[src/rtl/mrv1_pkg.sv]
// Shared types for the mrv1 multithreaded core thread-control slice.
package mrv1_pkg;

    typedef enum logic [1:0] {
        MRV_TH_IDLE  = 2'd0,
        MRV_TH_RUN   = 2'd1,
        MRV_TH_WAIT  = 2'd2,
        MRV_TH_DRAIN = 2'd3
    } mrv_th_state_e;

endpackage

[src/rtl/mrv1_rr_arb.sv]
// Combinational round-robin arbiter: grants the first requester after the last grant.
module mrv1_rr_arb #(
    parameter int N = 4
) (
    input  logic [N-1:0]         req,
    input  logic [$clog2(N)-1:0] last,
    output logic [N-1:0]         gnt_oh,
    output logic [$clog2(N)-1:0] gnt_tid,
    output logic                 gnt_vld
);
    localparam int TW = $clog2(N);

    logic [TW-1:0] idx;

    // Walk from the lowest-priority slot (last itself) to the highest (last+1) so the
    // final overwrite leaves the nearest requester after the pointer. N is a power of 2,
    // so the wrap is plain truncation.
    always_comb begin
        gnt_tid = '0;
        gnt_vld = 1'b0;
        idx     = '0;
        for (int i = N; i >= 1; i--) begin
            idx = last + TW'(i);
            if (req[idx]) begin
                gnt_tid = idx;
                gnt_vld = 1'b1;
            end
        end
        gnt_oh          = '0;
        gnt_oh[gnt_tid] = gnt_vld;
    end

endmodule

[src/rtl/mrv1_thread_ctl.sv]
// Per-thread run state and PC tracking, spawn/stop command handling and round-robin
// selection of the next thread offered to instruction fetch.
module mrv1_thread_ctl
    import mrv1_pkg::*;
#(
    parameter int                    NUM_THREADS_P = 4,
    parameter int                    PC_WIDTH_P    = 32,
    parameter logic [PC_WIDTH_P-1:0] RESET_PC_P    = '0
) (
    input  logic                             clk_i,
    input  logic                             rst_ni,
    input  logic                             th_ctl_vld_i,
    input  logic [$clog2(NUM_THREADS_P)-1:0] th_ctl_tid_i,
    input  logic                             th_ctl_tspawn_vld_i,
    input  logic [PC_WIDTH_P-1:0]            th_ctl_tspawn_pc_i,
    output logic                             fetch_vld_o,
    input  logic                             fetch_rdy_i,
    output logic [$clog2(NUM_THREADS_P)-1:0] fetch_tid_o,
    output logic [PC_WIDTH_P-1:0]            fetch_pc_o,
    input  logic                             pc_upd_vld_i,
    input  logic [$clog2(NUM_THREADS_P)-1:0] pc_upd_tid_i,
    input  logic [PC_WIDTH_P-1:0]            pc_upd_pc_i,
    output logic [NUM_THREADS_P-1:0]         active_mask_o,
    output logic                             all_idle_o,
    output logic                             th_ctl_err_o
);
    localparam int N            = NUM_THREADS_P;
    localparam int TID_WIDTH_LP = $clog2(NUM_THREADS_P);

    mrv_th_state_e           state_q    [N];
    mrv_th_state_e           state_d    [N];
    logic [PC_WIDTH_P-1:0]   pc_q       [N];
    logic [PC_WIDTH_P-1:0]   pc_d       [N];
    logic [PC_WIDTH_P-1:0]   spawn_pc_q [N];
    logic [PC_WIDTH_P-1:0]   spawn_pc_d [N];
    logic [N-1:0]            pend_q, pend_d;
    logic [TID_WIDTH_LP-1:0] ptr_q;
    logic                    hold_vld_q;
    logic [TID_WIDTH_LP-1:0] hold_tid_q;
    logic                    err_q, err_d;
    logic [N-1:0]            active_q, active_d;
    logic                    all_idle_q;

    logic [N-1:0]            run_vec;
    logic [N-1:0]            arb_oh, hold_oh, gnt_oh;
    logic [TID_WIDTH_LP-1:0] arb_tid, gnt_tid;
    logic                    arb_vld, hold_ok, gnt_vld, fire;

    genvar gi;
    generate
        for (gi = 0; gi < N; gi++) begin : g_decode
            assign run_vec[gi]  = (state_q[gi] == MRV_TH_RUN);
            assign active_d[gi] = (state_d[gi] != MRV_TH_IDLE);
        end
    endgenerate

    mrv1_rr_arb #(.N(N)) u_arb (
        .req     (run_vec),
        .last    (ptr_q),
        .gnt_oh  (arb_oh),
        .gnt_tid (arb_tid),
        .gnt_vld (arb_vld)
    );

    // An offer refused by fetch is pinned until accepted, unless that thread leaves RUN,
    // so newly runnable threads cannot steal a pending offer.
    assign hold_ok = hold_vld_q && (state_q[hold_tid_q] == MRV_TH_RUN);
    always_comb begin
        hold_oh             = '0;
        hold_oh[hold_tid_q] = 1'b1;
    end
    assign gnt_oh  = hold_ok ? hold_oh : arb_oh;
    assign gnt_tid = hold_ok ? hold_tid_q : arb_tid;
    assign gnt_vld = arb_vld;
    assign fire    = gnt_vld && fetch_rdy_i;

    assign fetch_vld_o = gnt_vld;
    assign fetch_tid_o = gnt_vld ? gnt_tid : '0;
    assign fetch_pc_o  = gnt_vld ? pc_q[gnt_tid] : '0;

    // Events on one thread compose in order: fetch grant, then pc_upd, then command.
    always_comb begin
        err_d  = 1'b0;
        pend_d = pend_q;
        for (int t = 0; t < N; t++) begin
            state_d[t]    = state_q[t];
            pc_d[t]       = pc_q[t];
            spawn_pc_d[t] = spawn_pc_q[t];

            if (fire && gnt_oh[t]) state_d[t] = MRV_TH_WAIT;

            if (pc_upd_vld_i && (pc_upd_tid_i == TID_WIDTH_LP'(t))) begin
                case (state_d[t])
                    MRV_TH_WAIT: begin
                        state_d[t] = MRV_TH_RUN;
                        pc_d[t]    = pc_upd_pc_i;
                    end
                    MRV_TH_DRAIN: begin
                        if (pend_d[t]) begin
                            state_d[t] = MRV_TH_RUN;
                            pc_d[t]    = spawn_pc_q[t];
                            pend_d[t]  = 1'b0;
                        end else begin
                            state_d[t] = MRV_TH_IDLE;
                        end
                    end
                    default: ;
                endcase
            end

            if (th_ctl_vld_i && (th_ctl_tid_i == TID_WIDTH_LP'(t))) begin
                if (th_ctl_tspawn_vld_i) begin
                    case (state_d[t])
                        MRV_TH_IDLE: begin
                            state_d[t] = MRV_TH_RUN;
                            pc_d[t]    = th_ctl_tspawn_pc_i;
                        end
                        MRV_TH_DRAIN: begin
                            if (pend_d[t]) begin
                                err_d = 1'b1;
                            end else begin
                                spawn_pc_d[t] = th_ctl_tspawn_pc_i;
                                pend_d[t]     = 1'b1;
                            end
                        end
                        default: err_d = 1'b1;
                    endcase
                end else begin
                    case (state_d[t])
                        MRV_TH_RUN:   state_d[t] = MRV_TH_IDLE;
                        MRV_TH_WAIT:  state_d[t] = MRV_TH_DRAIN;
                        MRV_TH_DRAIN: pend_d[t]  = 1'b0;
                        default: ;
                    endcase
                end
            end
        end
    end

    always_ff @(posedge clk_i or negedge rst_ni) begin
        if (!rst_ni) begin
            for (int t = 0; t < N; t++) begin
                state_q[t]    <= (t == 0) ? MRV_TH_RUN : MRV_TH_IDLE;
                pc_q[t]       <= (t == 0) ? RESET_PC_P : '0;
                spawn_pc_q[t] <= '0;
            end
            pend_q     <= '0;
            ptr_q      <= TID_WIDTH_LP'(N - 1);
            hold_vld_q <= 1'b0;
            hold_tid_q <= '0;
            err_q      <= 1'b0;
            active_q   <= N'(1);
            all_idle_q <= 1'b0;
        end else begin
            for (int t = 0; t < N; t++) begin
                state_q[t]    <= state_d[t];
                pc_q[t]       <= pc_d[t];
                spawn_pc_q[t] <= spawn_pc_d[t];
            end
            pend_q     <= pend_d;
            if (fire) ptr_q <= gnt_tid;
            hold_vld_q <= gnt_vld && !fetch_rdy_i;
            hold_tid_q <= gnt_tid;
            err_q      <= err_d;
            active_q   <= active_d;
            all_idle_q <= ~|active_d;
        end
    end

    assign active_mask_o = active_q;
    assign all_idle_o    = all_idle_q;
    assign th_ctl_err_o  = err_q;

endmodule

[config.mk]
export PLATFORM = sky130hd
export DESIGN_NAME = mrv1_thread_ctl
export DESIGN_NICKNAME = d
export VERILOG_FILES = /design/src/rtl/mrv1_pkg.sv /design/src/rtl/mrv1_rr_arb.sv /design/src/rtl/mrv1_thread_ctl.sv
export SDC_FILE = /design/constraint.sdc
export NUM_CORES = 1
export LEC_CHECK = 0
export CAP_MARGIN = 10
export CORE_AREA = 2 2 203 205
export DETAILED_ROUTE_END_ITERATION = 8
export DIE_AREA = 0 0 205 207
export GPL_ROUTABILITY_DRIVEN = 0
export PLACE_DENSITY = 0.53
export SLEW_MARGIN = 25
export SYNTH_ARGS = -nofsm -noshare
export SYNTH_HDL_FRONTEND = slang
export SYNTH_SLANG_ARGS = --single-unit
[constraint.sdc]
create_clock -name clk_i -period 9.2 [get_ports clk_i]
set_clock_uncertainty 0.05 [all_clocks]
set_input_delay 0.92 -clock clk_i [delete_from_list [all_inputs] [get_ports clk_i]]
set_output_delay 0.92 -clock clk_i [all_outputs]
set_load 0.03 [all_outputs]
==> results of run 1 <==
logic make-up after synthesis:
logic type,Yosys count,synth area share
AO/OA/AOI/OAI,439,0.170
multiplexers,334,0.236
AND/OR/NAND/NOR,334,0.0941
flip-flops,279,0.440
buffers and inverters,173,0.0472
adder cells (fa/ha/maj),16,0.0126
metrics by stage:
stage                     utilization  setup slack [ns]  total power (uW)  hold WS [ns]
after floorplan                     -              5.60              4910         0.429
after global placement          0.433              4.25              6270         0.437
after detailed placement        0.433              4.12              6360         0.444
after CTS                       0.462              3.85              7780         0.385
after global routing            0.462              3.64              8200         0.408
final                           0.462              3.84              7770         0.350
registers in the layout (all words and copies together) (netlist names):
name           count
active_mask_o      4
all_idle_o         1
hold_tid_q         2
hold_vld_q         1
pc_q             128
pend_q             4
ptr_q              2
spawn_pc_q       128
state_q            8
th_ctl_err_o       1
report_power, final:
group / switching (uW) / internal (uW)
Clock: 545 / 850
Sequential: 414 / 1790
Combinational: 2420 / 1750
Total: 3380 / 4390
layout by cell type (no fill, tap or decap), types with 4 or more instances in the layout:
master,n
sky130_fd_sc_hd__clkinv_2,4
sky130_fd_sc_hd__nand4_1,4
sky130_fd_sc_hd__clkbuf_1,6
sky130_fd_sc_hd__buf_4,28
sky130_fd_sc_hd__o211ai_1,35
sky130_fd_sc_hd__a22oi_1,32
sky130_fd_sc_hd__o21ai_1,93
sky130_fd_sc_hd__nand2_1,159
sky130_fd_sc_hd__and2_1,21
sky130_fd_sc_hd__o21ai_0,113
sky130_fd_sc_hd__nor2b_1,9
sky130_fd_sc_hd__dfrtp_2,4
sky130_fd_sc_hd__ha_1,16
sky130_fd_sc_hd__dfstp_2,4
sky130_fd_sc_hd__clkbuf_16,37
sky130_fd_sc_hd__o21a_1,4
sky130_fd_sc_hd__nor3_1,12
sky130_fd_sc_hd__a21oi_1,45
sky130_fd_sc_hd__inv_1,54
sky130_fd_sc_hd__nor2_1,81
sky130_fd_sc_hd__o22ai_1,48
sky130_fd_sc_hd__mux2_2,128
sky130_fd_sc_hd__nand3_1,11
sky130_fd_sc_hd__clkbuf_8,8
sky130_fd_sc_hd__dfrtp_1,271
sky130_fd_sc_hd__clkdlybuf4s50_1,113
sky130_fd_sc_hd__mux2i_1,187
sky130_fd_sc_hd__nand2b_1,5
sky130_fd_sc_hd__o2bb2ai_1,32
sky130_fd_sc_hd__mux4_2,19
worst reg2reg max path: stages (launching register included):
cell                      delay (ns)
sky130_fd_sc_hd__dfstp_2        0.58
sky130_fd_sc_hd__or3b_4         0.42
sky130_fd_sc_hd__o22ai_4        0.20
sky130_fd_sc_hd__o21ai_2        0.13
sky130_fd_sc_hd__a31oi_2        0.35
sky130_fd_sc_hd__o21ai_2        0.15
sky130_fd_sc_hd__and2_1         0.22
sky130_fd_sc_hd__inv_1          0.07
sky130_fd_sc_hd__ha_1           0.14
sky130_fd_sc_hd__and3_2         0.90
sky130_fd_sc_hd__or3b_4         0.73
sky130_fd_sc_hd__nor2_1         0.10
sky130_fd_sc_hd__a221o_1        0.28
path summary, 6_finish.rpt:
path / cells past startpoint / startpoint / slack [ns] / endpoint
min in group clk_i: 1 / spawn_pc_q[80] / 0.45 / spawn_pc_q[80]
hold reg to reg: 1 / spawn_pc_q[80] / 0.45 / spawn_pc_q[80]
setup reg to reg: 12 / state_q[6] / 4.75 / pc_q[94]
hold / removal: 1 / rst_ni / 0.35 / active_mask_o[2]
setup / recovery: 11 / state_q[7] / 3.84 / fetch_pc_o[31]
max in group asynchronous: 2 / rst_ni / 7.44 / pc_q[116]
cell type report:
type                       instances  share of cell area
inverter                          54              0.0109
clock inverter                     8             0.00510
timing repair buffer             143              0.0738
multi-input combinational       1123               0.443
sequential                       279               0.375
tap                              532              0.0357
clock buffer                      51              0.0567
layer usage:
layer | part of all wire | vias to the layer above | routed length (um)
li1 | - | 5819 | -
met1 | 0.45 | 6605 | 24000
met2 | 0.46 | 503 | 24400
met3 | 0.065 | 89 | 3450
met4 | 0.028 | 0 | 1480
met5 | 0 | - | 0
==> run summary, run 1 <==
area taken by flip-flops and latches: 0.00699 sq mm
dpl cells: 2131
met2 track demand over resource in global routing: 0.387
post-synthesis cell type with the largest combined area: sky130_fd_sc_hd__dfrtp_1
final critical path time including I/O delays and setup: 5.36 ns
Period Utilization, post-route: 0.582
delay contributed by the slowest stage of the critical path: 0.59 ns
number of antenna violations at the first check in global routing: 0
worst-margin pin slew: 1.06 ns
arrival time reported for the critical path endpoint: 4.39 ns
cell area after layout: 0.0187 sq mm
sequential area share after synthesis: 0.440
post-route ant nets: 0
Longest Clk Path Bufs: 3
Initial Utilization: 0.393
Critical Path End Type: output pin
Net count, final: 1726
TritonCTS clock tree: yes
classification of the worst-slack hold path: in2async
cell family with the largest share of critical-path delay: buffers and inverters
fraction of registers with async set/reset: 1.00
Synth top cells by count: sky130_fd_sc_hd__dfrtp_1, sky130_fd_sc_hd__mux2i_1, sky130_fd_sc_hd__nand2_1
most used flip-flop cell after synthesis: sky130_fd_sc_hd__dfrtp_1
total number of placement rows: 74
MaxCap Viol Count: 0
met3 capacity usage during global routing: 0.0370
Leakage: 0.00761 uW
biggest fanout along the worst timing path: 17
run status: finished clean
clock insertion delay at the later pin of the skew report: 0.53 ns
Vias: 13016
final cell count without fillers: 2190
peak supply drop: 227 uV
Total Negative Setup Slacks: 0 ns
final count of negative-setup-slack endpoints: 0
total global routing track utilization: 0.249
final hold violations: 0
ordered list of cells on the worst path: nor2b_1, o21ai_0, o21ai_0, a221oi_1, a21oi_2, buf_4, inv_1, buf_4, mux4_2, and2_1, clkdlybuf4s50_1
buffer count from post-CTS setup fixing: 0
number of distinct library cells after synthesis: 61
fraction of final layout cells with drive strength greater than 1: 0.166
Slew Limit Headroom: 0.291
maximum frequency from static timing analysis: 0.187 GHz
met1 usage in global routing: 0.358
1st-pass router iterations: 7
area of the multi-input gates: 0.00827 sq mm
maximum number of pins on one net before global-route repair: 136
wire length of the first global-routing pass: 80500 um
final slew viol count: 0
Clock transition at path regs: 0.06 ns
Core Area: 0.0404 sq mm
Pwr per Cell Area: 416 mW/mm^2
number of register bits inferred by synthesis: 279
mean instance size in the synthesized netlist: 10.1 sq um
Warnings, synthesis: 0
EDFF count, synth: 0
FILL cells: 3840
io pins: 115
worst path bufs/invs: 4
number of nets produced by synthesis: 1665
Netlist Area Pre-Place: 0.0159 sq mm
remaining routing DRC violations: 0
number of CTS-inserted buffers: 35
WL/cell: 24.3 um
I/O Buffers: 114
number of buffers added to fix hold violations after cts: 0
number of instances in the synthesized netlist: 1575
final global-route overflow total: 0
share of the synthesized area in the top cell type: 0.434
post-detailed-routing wire length: 53300 um
RSZ-0062 raised after global routing: false
violation count after the first detailed-route iteration: 1043
clock tree root buffer cell: sky130_fd_sc_hd__clkbuf_16
Worst EP required: 8.23 ns
Critical-path top delay cell: sky130_fd_sc_hd__clkdlybuf4s50_1
number of vias per cell after detailed routing: 5.94
antenna diode count: 0
number of levels in the clock H-tree: 2
DP HPWL: 29100 um
cell with the most instances after synthesis: sky130_fd_sc_hd__dfrtp_1
Worst Setup Start Kind: flip-flop
clock net sink count: 279
Top Usage Layer GRT: met2
total placed instance area: 0.0175 sq mm
relative area change from synthesis to final layout: 17.5%
Die Area: 0.0424 sq mm
die width: 205 um
Critical Setup Path Class: reg2out
count of cells resized by post-cts repair: 0
vias in the first global route: 12881
leading cell types by total area after synthesis: sky130_fd_sc_hd__dfrtp_1, sky130_fd_sc_hd__mux2i_1, sky130_fd_sc_hd__mux2_2
height of the die: 207 um
Note: power is estimated with default switching activity, not from simulation.
==> run 2: changes to the inputs <==
==> constraint.sdc (replaced) <==
create_clock -name clk_i -period 5 [get_ports clk_i]
set_clock_uncertainty 0.05 [all_clocks]
set_input_delay 0.5 -clock clk_i [delete_from_list [all_inputs] [get_ports clk_i]]
set_output_delay 0.5 -clock clk_i [all_outputs]
set_load 0.03 [all_outputs]
==> run 2 against run 1 <==
Clock-buffer cell count is 4 higher. Flip-flop and latch count unchanged. Sequential share of layout area fell by 0.25 points. Register-to-register slack got worse by 3.8 ns. First-iteration DRC count shrank 1.1%. Non-clock buffer count increased by 8. Via count rose by 0.65%. Final cell count increased by 0.50%. Routed wire length is 2.4% higher. Combinational power increased by 93%. Critical path type unchanged.
==> run summary, run 2 (synthesized netlist as in run 1, its figures left out) <==
final count of negative-setup-slack endpoints: 0
dpl cells: 2138
clock net sink count: 279
wire length of the first global-routing pass: 82600 um
final hold violations: 0
number of antenna violations at the first check in global routing: 0
fraction of final layout cells with drive strength greater than 1: 0.182
io pins: 115
remaining routing DRC violations: 0
1st-pass router iterations: 5
height of the die: 207 um
post-route ant nets: 0
Reg-to-Reg Start: state_q[1]
Core Area: 0.0404 sq mm
worst-margin pin slew: 1.13 ns
crit path from: state_q[3]
Net count, final: 1734
most common library cell in the layout ignoring fill and taps: sky130_fd_sc_hd__dfrtp_1
relative area change from synthesis to final layout: 18.3%
antenna diode count: 0
number of CTS-inserted buffers: 35
Largest regs: pc_q: 128 flops, spawn_pc_q: 128 flops, state_q: 8 flops
classification of the worst-slack hold path: reg2reg
Clock transition at path regs: 0.06 ns
arrival time reported for the critical path endpoint: 3.87 ns
Pwr per Cell Area: 776 mW/mm^2
Register-to-Register Path Depth: 11
Slew Limit Headroom: 0.248
run status: finished clean
die width: 205 um
I/O Buffers: 114
final critical path time including I/O delays and setup: 4.42 ns
RSZ-0062 raised after global routing: false
post-detailed-routing wire length: 54600 um
peak supply drop: 451 uV
Die Area: 0.0424 sq mm
biggest fanout along the worst timing path: 9
termination of the worst setup path: fetch_pc_o[19]
total number of placement rows: 74
most frequent cells in the layout: sky130_fd_sc_hd__dfrtp_1, sky130_fd_sc_hd__mux2i_1, sky130_fd_sc_hd__nand2_1
buffer count from post-CTS setup fixing: 0
area of the multi-input gates: 0.00825 sq mm
clock insertion delay at the later pin of the skew report: 0.52 ns
WL/cell: 24.8 um
maximum number of pins on one net before global-route repair: 98
Period Utilization, post-route: 0.884
Vias: 13101
Total Negative Setup Slacks: 0 ns
Initial Utilization: 0.393
area taken by flip-flops and latches: 0.00699 sq mm
Longest Clk Path Bufs: 3
Register-to-Register Setup Slack: 0.95 ns
MaxCap Viol Count: 0
maximum frequency from static timing analysis: 0.226 GHz
violation count after the first detailed-route iteration: 1032
TritonCTS clock tree: yes
final cell count without fillers: 2201
Worst EP required: 4.45 ns
number of levels in the clock H-tree: 2
final slew viol count: 0
number of vias per cell after detailed routing: 5.95
Leakage: 0.00772 uW
Worst Setup Start Kind: flip-flop
worst-case hold slack: 0.453 ns
total global routing track utilization: 0.256
vias in the first global route: 12936
clock tree root buffer cell: sky130_fd_sc_hd__clkbuf_16
FILL cells: 3829
endpoint of the worst register-to-register path: spawn_pc_q[105]
Critical Path End Type: output pin
Critical Setup Path Class: reg2out
final global-route overflow total: 0
DP HPWL: 31200 um
==> run 2: cell count changes in the layout (fill, tap and decap cells not counted), moves of 2 or more <==
cell,change
sky130_fd_sc_hd__clkinvlp_4,-2
sky130_fd_sc_hd__clkdlybuf4s50_1,-25
sky130_fd_sc_hd__buf_4,+18
sky130_fd_sc_hd__buf_12,+14
sky130_fd_sc_hd__clkbuf_1,+6
==> run 2: cell type report <==
cell class,count,share of cell area
clock buffers,55,0.0555
multi-input cells,1123,0.439
well taps,532,0.0354
inverters,54,0.0108
clock inverters,7,0.00400
repair buffers,151,0.0826
flip-flops and latches,279,0.372
==> run 2: worst min path at each step <==
stage,startpoint,depth (start not counted),to,slack [ns]
final,spawn_pc_q[86],1,spawn_pc_q[86],0.45
after global routing,spawn_pc_q[117],1,spawn_pc_q[117],0.47
after CTS,spawn_pc_q[67],1,spawn_pc_q[67],0.46
after detailed placement,spawn_pc_q[67],1,spawn_pc_q[67],0.44
after global placement,spawn_pc_q[75],1,spawn_pc_q[75],0.44
after floorplan,rst_ni,0,active_mask_o[1],0.15
==> run 2: report_power, final <==
| part | internal [uW] | switching, uW |
|---|---|---|
| Sequential | 3300 | 770 |
| Clock | 1490 | 998 |
| Combinational | 3430 | 4600 |
| Total | 8210 | 6370 |
==> run 2: timing repair <==
item	4_1_cts	5_1_grt
resized for setup	0	0
hold buffers	1	0
hold endpoints to repair	11	0
==> run 2: metrics by stage <==
| stage | power, uW | util | setup WS [ns] | area [sq um] |
|---|---|---|---|---|
| 6_report | 14600 | 0.465 | 0.581 | 18800 |
| 2_1_floorplan | 9040 | - | 1.77 | 15900 |
| 5_1_grt | 15400 | 0.465 | 0.397 | 18800 |
| 4_1_cts | 14600 | 0.465 | 0.573 | 18800 |
| 3_5_place_dp | 12100 | 0.437 | 0.847 | 17700 |
| 3_3_place_gp | 12000 | 0.437 | 0.938 | 17700 |
==> run 2: worst max-delay path: stages, from the launching register on <==
cell and delay (ns):
sky130_fd_sc_hd__dfrtp_1 0.45, sky130_fd_sc_hd__nand2b_1 0.32, sky130_fd_sc_hd__o31ai_2 0.40, sky130_fd_sc_hd__o21ai_2 0.19, sky130_fd_sc_hd__a21oi_2 0.52, sky130_fd_sc_hd__nand2_1 0.28, sky130_fd_sc_hd__buf_4 0.29, sky130_fd_sc_hd__o22ai_1 0.20
sky130_fd_sc_hd__clkdlybuf4s50_1 0.70
==> run 2: metal layers <==
layer / track usage / vias up / wire, um
met5: 0 / - / 0
met4: 0.0665 / 0 / 1210
met3: 0.0370 / 88 / 3000
met2: 0.411 / 456 / 25700
met1: 0.362 / 6723 / 24600
li1: - / 5834 / -
==> run 3: changes to the inputs <==
==> constraint.sdc (replaced) <==
create_clock -name clk_i -period 5.2 [get_ports clk_i]
set_clock_uncertainty 0.05 [all_clocks]
set_input_delay 0.52 -clock clk_i [delete_from_list [all_inputs] [get_ports clk_i]]
set_output_delay 0.52 -clock clk_i [all_outputs]
set_load 0.03 [all_outputs]
==> run 3 against run 2 <==
The flow now finishes with violations (negative hold slack). Clock-buffer cell count rose by 1. Worst hold slack worse by 0.47 ns. Sequential share of layout area rose by 0.19 points. Final area is 0.51% lower. Combinational power shrank 6.6%. Global-route usage fell by 0.088 points. Critical path type unchanged.
==> run summary, run 3 (synthesized netlist as in run 1, its figures left out) <==
run status: complete, but fails checks
violated checks: negative hold slack
Total Negative Setup Slacks: 0 ns
peak supply drop: 556 uV
relative area change from synthesis to final layout: 17.7%
most frequent cells in the layout: sky130_fd_sc_hd__dfrtp_1, sky130_fd_sc_hd__mux2i_1, sky130_fd_sc_hd__nand2_1
Critical Path End Type: output pin
violation count after the first detailed-route iteration: 1287
Core Area: 0.0404 sq mm
vias in the first global route: 12968
worst-case hold slack: -0.0148 ns
Worst Setup Start Kind: flip-flop
termination of the worst setup path: fetch_pc_o[30]
post-route ant nets: 0
WL/cell: 24.6 um
io pins: 115
final count of negative-setup-slack endpoints: 0
Die Area: 0.0424 sq mm
post-detailed-routing wire length: 54300 um
fraction of final layout cells with drive strength greater than 1: 0.168
final critical path time including I/O delays and setup: 4.80 ns
maximum frequency from static timing analysis: 0.208 GHz
worst-margin pin slew: 0.994 ns
number of vias per cell after detailed routing: 5.96
met3 capacity usage during global routing: 0.0362
Pwr per Cell Area: 733 mW/mm^2
Switching Share: 0.438
clock net sink count: 279
number of antenna violations at the first check in global routing: 2
met2 track demand over resource in global routing: 0.398
Register-to-Register Setup Slack: 0.86 ns
TritonCTS clock tree: yes
Register-to-Register Path Depth: 12
number of CTS-inserted buffers: 34
met1 usage in global routing: 0.364
area taken by flip-flops and latches: 0.00699 sq mm
number of levels in the clock H-tree: 2
total number of placement rows: 74
Worst EP required: 4.63 ns
final cell count without fillers: 2203
Period Utilization, post-route: 0.923
maximum number of pins on one net before global-route repair: 107
height of the die: 207 um
Clock transition at path regs: 0.06 ns
biggest fanout along the worst timing path: 13
final global-route overflow total: 0
RSZ-0062 raised after global routing: false
part of the power in registers: 0.285
arrival time reported for the critical path endpoint: 4.23 ns
number of buffers added to fix hold violations after cts: 0
Net count, final: 1737
crit path from: state_q[3]
Initial Utilization: 0.393
Leakage: 0.00764 uW
FILL cells: 3822
buffer count from post-CTS setup fixing: 0
total global routing track utilization: 0.255
die width: 205 um
wire length of the first global-routing pass: 82400 um
most common library cell in the layout ignoring fill and taps: sky130_fd_sc_hd__dfrtp_1
net switching power: 6000 uW
Critical Setup Path Class: reg2out
Gate power share: 0.547
Internal Dissipation: 7690 uW
1st-pass router iterations: 5
count of cells resized by post-cts repair: 0
final slew viol count: 0
clock tree root buffer cell: sky130_fd_sc_hd__clkbuf_16
endpoint of the worst register-to-register path: all_idle_o
Vias: 13140
clock insertion delay at the later pin of the skew report: 0.52 ns
Largest regs: pc_q: 128 flops, spawn_pc_q: 128 flops, state_q: 8 flops
final hold violations: 4
MaxCap Viol Count: 0
dpl cells: 2143
DP HPWL: 31700 um
classification of the worst-slack hold path: in2async
relative contribution of the clock network to total power: 0.168
I/O Buffers: 114
Top Usage Layer GRT: met2
Longest Clk Path Bufs: 3
Reg-to-Reg Start: state_q[1]
area of the multi-input gates: 0.00825 sq mm
remaining routing DRC violations: 0
Slew Limit Headroom: 0.336
==> run 3: area by class of cell <==
cell class | count | area share
diodes | 1 | 0.000134
clock buffers | 56 | 0.0559
clock inverters | 3 | 0.00100
inverters | 54 | 0.0108
multi-input cells | 1123 | 0.442
flip-flops and latches | 279 | 0.374
well taps | 532 | 0.0356
repair buffers | 155 | 0.0807
==> run 3: critical path, cell delays in order, from the launching register on <==
cell                              delay (ns)
sky130_fd_sc_hd__dfrtp_1                0.45
sky130_fd_sc_hd__nand2b_1               0.31
sky130_fd_sc_hd__o31ai_2                0.42
sky130_fd_sc_hd__o21ai_2                0.18
sky130_fd_sc_hd__a21oi_2                0.37
sky130_fd_sc_hd__nand2_1                0.64
sky130_fd_sc_hd__o22ai_1                0.58
sky130_fd_sc_hd__clkdlybuf4s50_1        0.75
==> run 3: metal layers <==
| layer | part of all wire | vias to the layer above | wire (um) |
|---|---|---|---|
| li1 | - | 5854 | - |
| met1 | 0.45 | 6637 | 24400 |
| met2 | 0.46 | 555 | 24900 |
| met3 | 0.064 | 94 | 3470 |
| met4 | 0.028 | 0 | 1510 |
| met5 | 0 | - | 0 |
==> run 3: power by group through the flow <==
stage	sequential (uW)	combinational, uW	clock [uW]
after floorplan	3670	5020	0
after global placement	3880	7370	0
after detailed placement	3910	7450	0
after CTS	3880	7490	2360
after global routing	4020	7980	2440
final	3900	7500	2300
==> run 3: worst min path at each step <==
stage / from / to / slack [ns]
after floorplan: rst_ni / active_mask_o[1] / 0.17
after global placement: spawn_pc_q[80] / spawn_pc_q[80] / 0.44
after detailed placement: spawn_pc_q[76] / spawn_pc_q[76] / 0.44
after CTS: rst_ni / all_idle_o / 0.05
after global routing: rst_ni / th_ctl_err_o / 0.06
final: rst_ni / active_mask_o[2] / -0.01
==> run 3: through the flow <==
step	area, sq um	util	power, uW	hold slack, ns	worst slack [ns]
after floorplan	15900	-	8690	0.174	1.97
after global placement	17600	0.436	11300	0.438	1.04
after detailed placement	17600	0.436	11400	0.444	0.895
after CTS	18700	0.463	13700	0.0540	0.427
after global routing	18700	0.463	14400	0.0648	0.181
final	18700	0.463	13700	-0.0148	0.400
==> patch 1, RTL diff (flow settings as in run 2) <==
Change the parameter `NUM_THREADS_P` from 4 to 2.
--- a/src/rtl/mrv1_thread_ctl.sv
+++ b/src/rtl/mrv1_thread_ctl.sv
@@ -3,7 +3,7 @@
 module mrv1_thread_ctl
     import mrv1_pkg::*;
 #(
-    parameter int                    NUM_THREADS_P = 4,
+    parameter int                    NUM_THREADS_P = 2,
     parameter int                    PC_WIDTH_P    = 32,
     parameter logic [PC_WIDTH_P-1:0] RESET_PC_P    = '0
 ) (
Ports: changed (resized active_mask_o, fetch_tid_o, pc_upd_tid_i and th_ctl_tid_i); port bits go from 115 to 110. The function was not compared with the original's and may differ.
==> patch 1 against run 2 <==
Worst hold slack lost 0.029 ns; area after synthesis shrank 47%; wire length shrank 46%; clock power shrank 46%; cell area shrank 44%; sequential share of layout area shrank 3.8 points; setup slack gained 0.47 ns; sequential cell count shrank 138; total power shrank 55%; final cell count shrank 33%; critical endpoint is now fetch_pc_o[29].
==> patch 1: results (changes against run 2) <==
- Wire length reported by the detailed router: 29400 um (-46%)
- FF-to-FF Start: state_q[2]$_DFF_PN1_
- Worst setup slack for register-to-register paths: 1.49 ns (+0.54 ns)
- Crit path arrival time: 3.40 ns (-0.47 ns)
- Layout cell share with drive strength beyond 1: 0.192 (+0.00943)
- Leading post-synthesis cells by cell area: sky130_fd_sc_hd__dfrtp_1 41%, sky130_fd_sc_hd__mux2_2 13%, sky130_fd_sc_hd__a21oi_1 6.0%, sky130_fd_sc_hd__a221o_1 3.8%, sky130_fd_sc_hd__mux2i_1 3.8%
- HP Class: input pin to async pin
- Number of buffers created by CTS: 17 (-51%)
- Endpoint of the worst-slack reg-to-reg timing path: pc_q[24]$_DFF_PN0_
- Number of buffer cells added on primary ports: 109 (-4.4%)
- Detailed-routing iteration count for the pre-antenna-repair pass: 7 (+2)
- Run status: completed
- Reported leakage power: 4.32 nW (-44%)
- Portion of the post-synthesis area used by sequential elements: 0.420 (-0.0201)
- Worst-Skew Late Latency: 0.43 ns (-0.09 ns)
- Crit. Startpoint: state_q[1]$_DFF_PN0_
- Total GRT Usage: 0.140 (-0.116)
- Largest registers ranked by flip-flop count: pc_q x64, spawn_pc_q x64, state_q x4
- Max_slew headroom: 0.281 (+0.0333)
- Maximum number of pins on one net before global-route repair: 66 (-33%)
- Mapped Nets: 943 (-43%)
- Nets@finish: 1017 (-41%)
- Global-route wire length before repair: 45200 um (-45%)
- Final Power: 6.53 mW (-55%)
- DP Area: 0.00997 mm^2 (-44%)
- Multiplexer share of the synthesized area: 0.168 (-0.0677)
- Placed wire-length estimate: 19000 um (-39%)
- End point of the critical path: fetch_pc_o[29]
- Worst R2R Path Depth: 9 (-2)
- Detailed router's first-iteration violation count: 558 (-46%)
==> patch 1: changes by cell type after synthesis, moves of 54 or more <==
cell and delta:
sky130_fd_sc_hd__mux2i_1 -155, sky130_fd_sc_hd__o21ai_1 -94, sky130_fd_sc_hd__a21oi_1 +54, sky130_fd_sc_hd__nand2_1 -82, sky130_fd_sc_hd__dfrtp_1 -137, sky130_fd_sc_hd__o21ai_0 -76
==> patch 1: metrics by stage <==
| step | cells | util | setup slack (ns) |
|---|---|---|---|
| detailed placement | 1449 | 0.247 | 1.34 |
| CTS | 1482 | 0.262 | 0.980 |
| floorplan | 863 | - | 2.36 |
| global route | 1482 | 0.262 | 0.837 |
| global placement | 1447 | 0.246 | 1.34 |
| finish | 1482 | 0.262 | 1.05 |
==> patch 1: layout make-up <==
type | count | area, um^2
fill | 4312 | 29800
clock buffer | 22 | 464
timing repair buffer | 126 | 1260
inverter | 42 | 158
tap | 532 | 666
multi-input combinational | 609 | 4360
clock inverter | 10 | 139
sequential | 141 | 3530
==> patch 1: cell families after synthesis <==
family	Yosys count
fa+ha+maj	8
compound gates	252
flops	141
simple gates	220
mux	129
buf+inv	113
==> patch 1: report_power, final <==
| group | switching [mW] | internal (mW) |
|---|---|---|
| Sequential | 0.406 | 1.59 |
| Combinational | 1.86 | 1.35 |
| Clock | 0.517 | 0.810 |
| Total | 2.78 | 3.75 |
==> patch 1: what timing repair did <==
action / 4_1_cts / 5_1_grt
hold buffers: 1 / 0
hold endpoints to repair: 18 / 0
endpoints found under the setup margin: 0 / 0
==> patch 1: how the worst min path moves through the flow <==
stage	from	end	slack (ns)	cells past startpoint
2_1_floorplan	rst_ni	active_mask_o[1]$_DFF_PN0_	0.15	0
3_3_place_gp	rst_ni	state_q[3]$_DFF_PN0_	0.32	1
3_5_place_dp	rst_ni	active_mask_o[1]$_DFF_PN0_	0.32	1
4_1_cts	rst_ni	state_q[3]$_DFF_PN0_	0.41	2
5_1_grt	rst_ni	all_idle_o$_DFF_PN0_	0.42	2
6_report	rst_ni	all_idle_o$_DFF_PN0_	0.42	2
==> patch 1: worst max-delay path: stages, from the launching register on <==
cell and delay [ns]:
sky130_fd_sc_hd__dfrtp_1 0.44, sky130_fd_sc_hd__and2b_4 0.36, sky130_fd_sc_hd__nand2_4 0.31, sky130_fd_sc_hd__inv_2 0.68, sky130_fd_sc_hd__nand2_1 0.13, sky130_fd_sc_hd__a21oi_1 0.28, sky130_fd_sc_hd__clkdlybuf4s50_1 0.75
==> patch 1: metal layers <==
layer / part of all wire / up-vias / global-route usage
li1: - / 3271 / -
met1: 0.44 / 3636 / 0.184
met2: 0.47 / 262 / 0.221
met3: 0.068 / 34 / 0.0345
met4: 0.014 / 2 / 0.0476
met5: 0.00034 / - / 0
==> patch 2, RTL diff (settings of run 2) <==
Without the edit above. Reset style: synchronous (`rst_ni`), changed in one clocked block.
--- a/src/rtl/mrv1_thread_ctl.sv
+++ b/src/rtl/mrv1_thread_ctl.sv
@@ -137,7 +137,7 @@
         end
     end
 
-    always_ff @(posedge clk_i or negedge rst_ni) begin
+    always_ff @(posedge clk_i) begin
         if (!rst_ni) begin
             for (int t = 0; t < N; t++) begin
                 state_q[t]    <= (t == 0) ? MRV_TH_RUN : MRV_TH_IDLE;
Function: changed (Yosys sat finds a counterexample within 4 cycles, from zero or initial values and one cycle with rst_ni low; the reset may be asserted at any time).
==> patch 2 against run 2 <==
Final cell count increased by 16%; setup slack lost 0.18 ns; via count grew 15%; count of clock-buffer cells in the layout stayed put; area after synthesis down 4.9%; wire length is 8.3% higher; first-iteration DRC count rose by 35%; fmax shrank 4.0%; cell area is 5.3% lower; sequential cell count stayed put.
Power is not compared: it rests on default switching activity, and its combinational part moved more than twofold at a synthesized area within 25%.
==> patch 2: results (changes against run 2) <==
- Number of buffers inserted to repair setup after CTS: 0 (unchanged)
- Total GRT Usage: 0.273 (+0.0171)
- Antenna violations before repair: 3 (+3)
- Mapped Nets: 2085 (+25%)
- Sequential share of cell area: 0.314 (-0.0580)
- Top layer used by detailed routing: met5
- Vias per Instance: 5.88 (-1.2%)
- Hold Startpoint: spawn_pc_q[1][14]$_SDFFE_PN0P_
- HP Class: flop to flop
- Global-route wire length before repair: 89500 um (+8.3%)
- Cells after synthesis: 1995 (+27%)
- Leading post-synthesis cells by cell area: sky130_fd_sc_hd__dfxtp_1 37%, sky130_fd_sc_hd__mux2i_1 11%, sky130_fd_sc_hd__nand2_1 9.7%, sky130_fd_sc_hd__o21ai_0 8.7%, sky130_fd_sc_hd__a21oi_1 7.0%
- Met2 layer wire length in the routed design: 26700 um (+3.9%)
- Length of routed met3 wiring: 3870 um (+29%)
- Crit. Startpoint: state_q[2][0]$_SDFF_PN0_
- Portion of the post-synthesis area used by sequential elements: 0.370 (-0.0702)
- Multi-input comb cells: 1500 (+34%)
- Well-Tap Cells: 532 (unchanged)
- Routed length per instance: 23.2 um (-6.5%)
- Clock-pin slew of the registers on the worst-case setup and hold paths: 0.06 ns (about the same)
- Maximum fanout count along the critical path: 19 (+10)
- Footprint of the multi-input gates: 0.00879 mm^2 (+6.5%)
- FFs w/ async S/R, synth: 0 (-1.00)
- Number of filler instances in the final layout: 4016 (+4.9%)
- Placed wire-length estimate: 34700 um (+11%)
- Library cells used by synthesis: 70 (+15%)
- Wire length on met1: 26800 um (+8.6%)
- Via count of the first global-routing pass: 14526 (+12%)
- Detailed router's first-iteration violation count: 1394 (+35%)
- Placed Cells incl. Taps: 2490 (+16%)
- Delay of the slowest cell on the worst path: 0.77 ns (+0.07 ns)
- Layout cell share with drive strength beyond 1: 0.0734 (-0.109)
- Number of cells on the worst hold path: 2 (+1)
- Clock network contribution to total cell area: 0.0638 (+0.00430)
- Maximum number of pins on one net before global-route repair: 67 (-32%)
- Crit path arrival time: 4.05 ns (+0.18 ns)
- Wire length reported by the detailed router: 59100 um (+8.3%)
- Final-report hold violation count: 0 (unchanged)
- Invs w/o clock: 19 (-65%)
- Run status: completed
- Register cell area after layout: 0.00559 mm^2 (-20%)
- Antenna fix cells: 2 (+2)
- Non-Clock Buffer Area Fraction: 0.0861 (+0.00348)
- Max_slew headroom: 0.320 (+0.0725)
- DP Area: 0.0166 mm^2 (-5.7%)
- Most frequent cells after synthesis: 389 x sky130_fd_sc_hd__nand2_1, 279 x sky130_fd_sc_hd__dfxtp_1, 261 x sky130_fd_sc_hd__o21ai_0, 210 x sky130_fd_sc_hd__a21oi_1, 161 x sky130_fd_sc_hd__mux2i_1
- Number of buffers created by CTS: 34 (-2.9%)
- Count of buffers not belonging to the clock network in the layout: 160 (+6.0%)
-- patch 2: cell types whose count changed after synthesis, moves of 128 or more --
cell                      delta
sky130_fd_sc_hd__dfxtp_1   +279
sky130_fd_sc_hd__dfrtp_1   -275
sky130_fd_sc_hd__nand2_1   +227
sky130_fd_sc_hd__a21oi_1   +163
sky130_fd_sc_hd__o21ai_0   +148
sky130_fd_sc_hd__mux2_2    -128
-- patch 2: worst paths after layout --
check                                         to  slack, ns
hold reg to reg   spawn_pc_q[1][14]$_SDFFE_PN0P_       0.40
hold / removal    spawn_pc_q[1][14]$_SDFFE_PN0P_       0.40
setup / recovery                  fetch_pc_o[31]       0.40
setup reg to reg  spawn_pc_q[3][10]$_SDFFE_PN0P_       1.18
-- patch 2: kinds of logic (layout without fill, tap and decap cells) --
logic type / count (synthesis) / after routing / synth area share
buffers and inverters: 216 / 238 / 0.0582
flip-flops: 279 / 279 / 0.370
multiplexers: 162 / 162 / 0.108
AND/OR/NAND/NOR: 626 / 626 / 0.178
other: 0 / 2 / 0
AO/OA/AOI/OAI: 696 / 696 / 0.272
adder cells (fa/ha/maj): 16 / 16 / 0.0133
-- patch 2: per-stage QoR --
stage / setup slack, ns / hold slack (ns)
finish: 0.399 / 0.404
global route: 0.208 / 0.416
CTS: 0.466 / 0.405
detailed placement: 0.992 / 0.398
global placement: 1.06 / 0.391
floorplan: 1.70 / 0.386
-- patch 2: where the power goes --
part	internal [mW]	total [mW]	switching [mW]
clock network	1.55	2.53	0.978
logic	0.630	1.86	1.23
registers	2.30	2.38	0.0839
-- patch 2: layer usage --
metal,GRT usage,up-vias
met5,0,-
met4,0.0901,2
met3,0.0381,114
met2,0.436,582
met1,0.378,7293
li1,-,7016
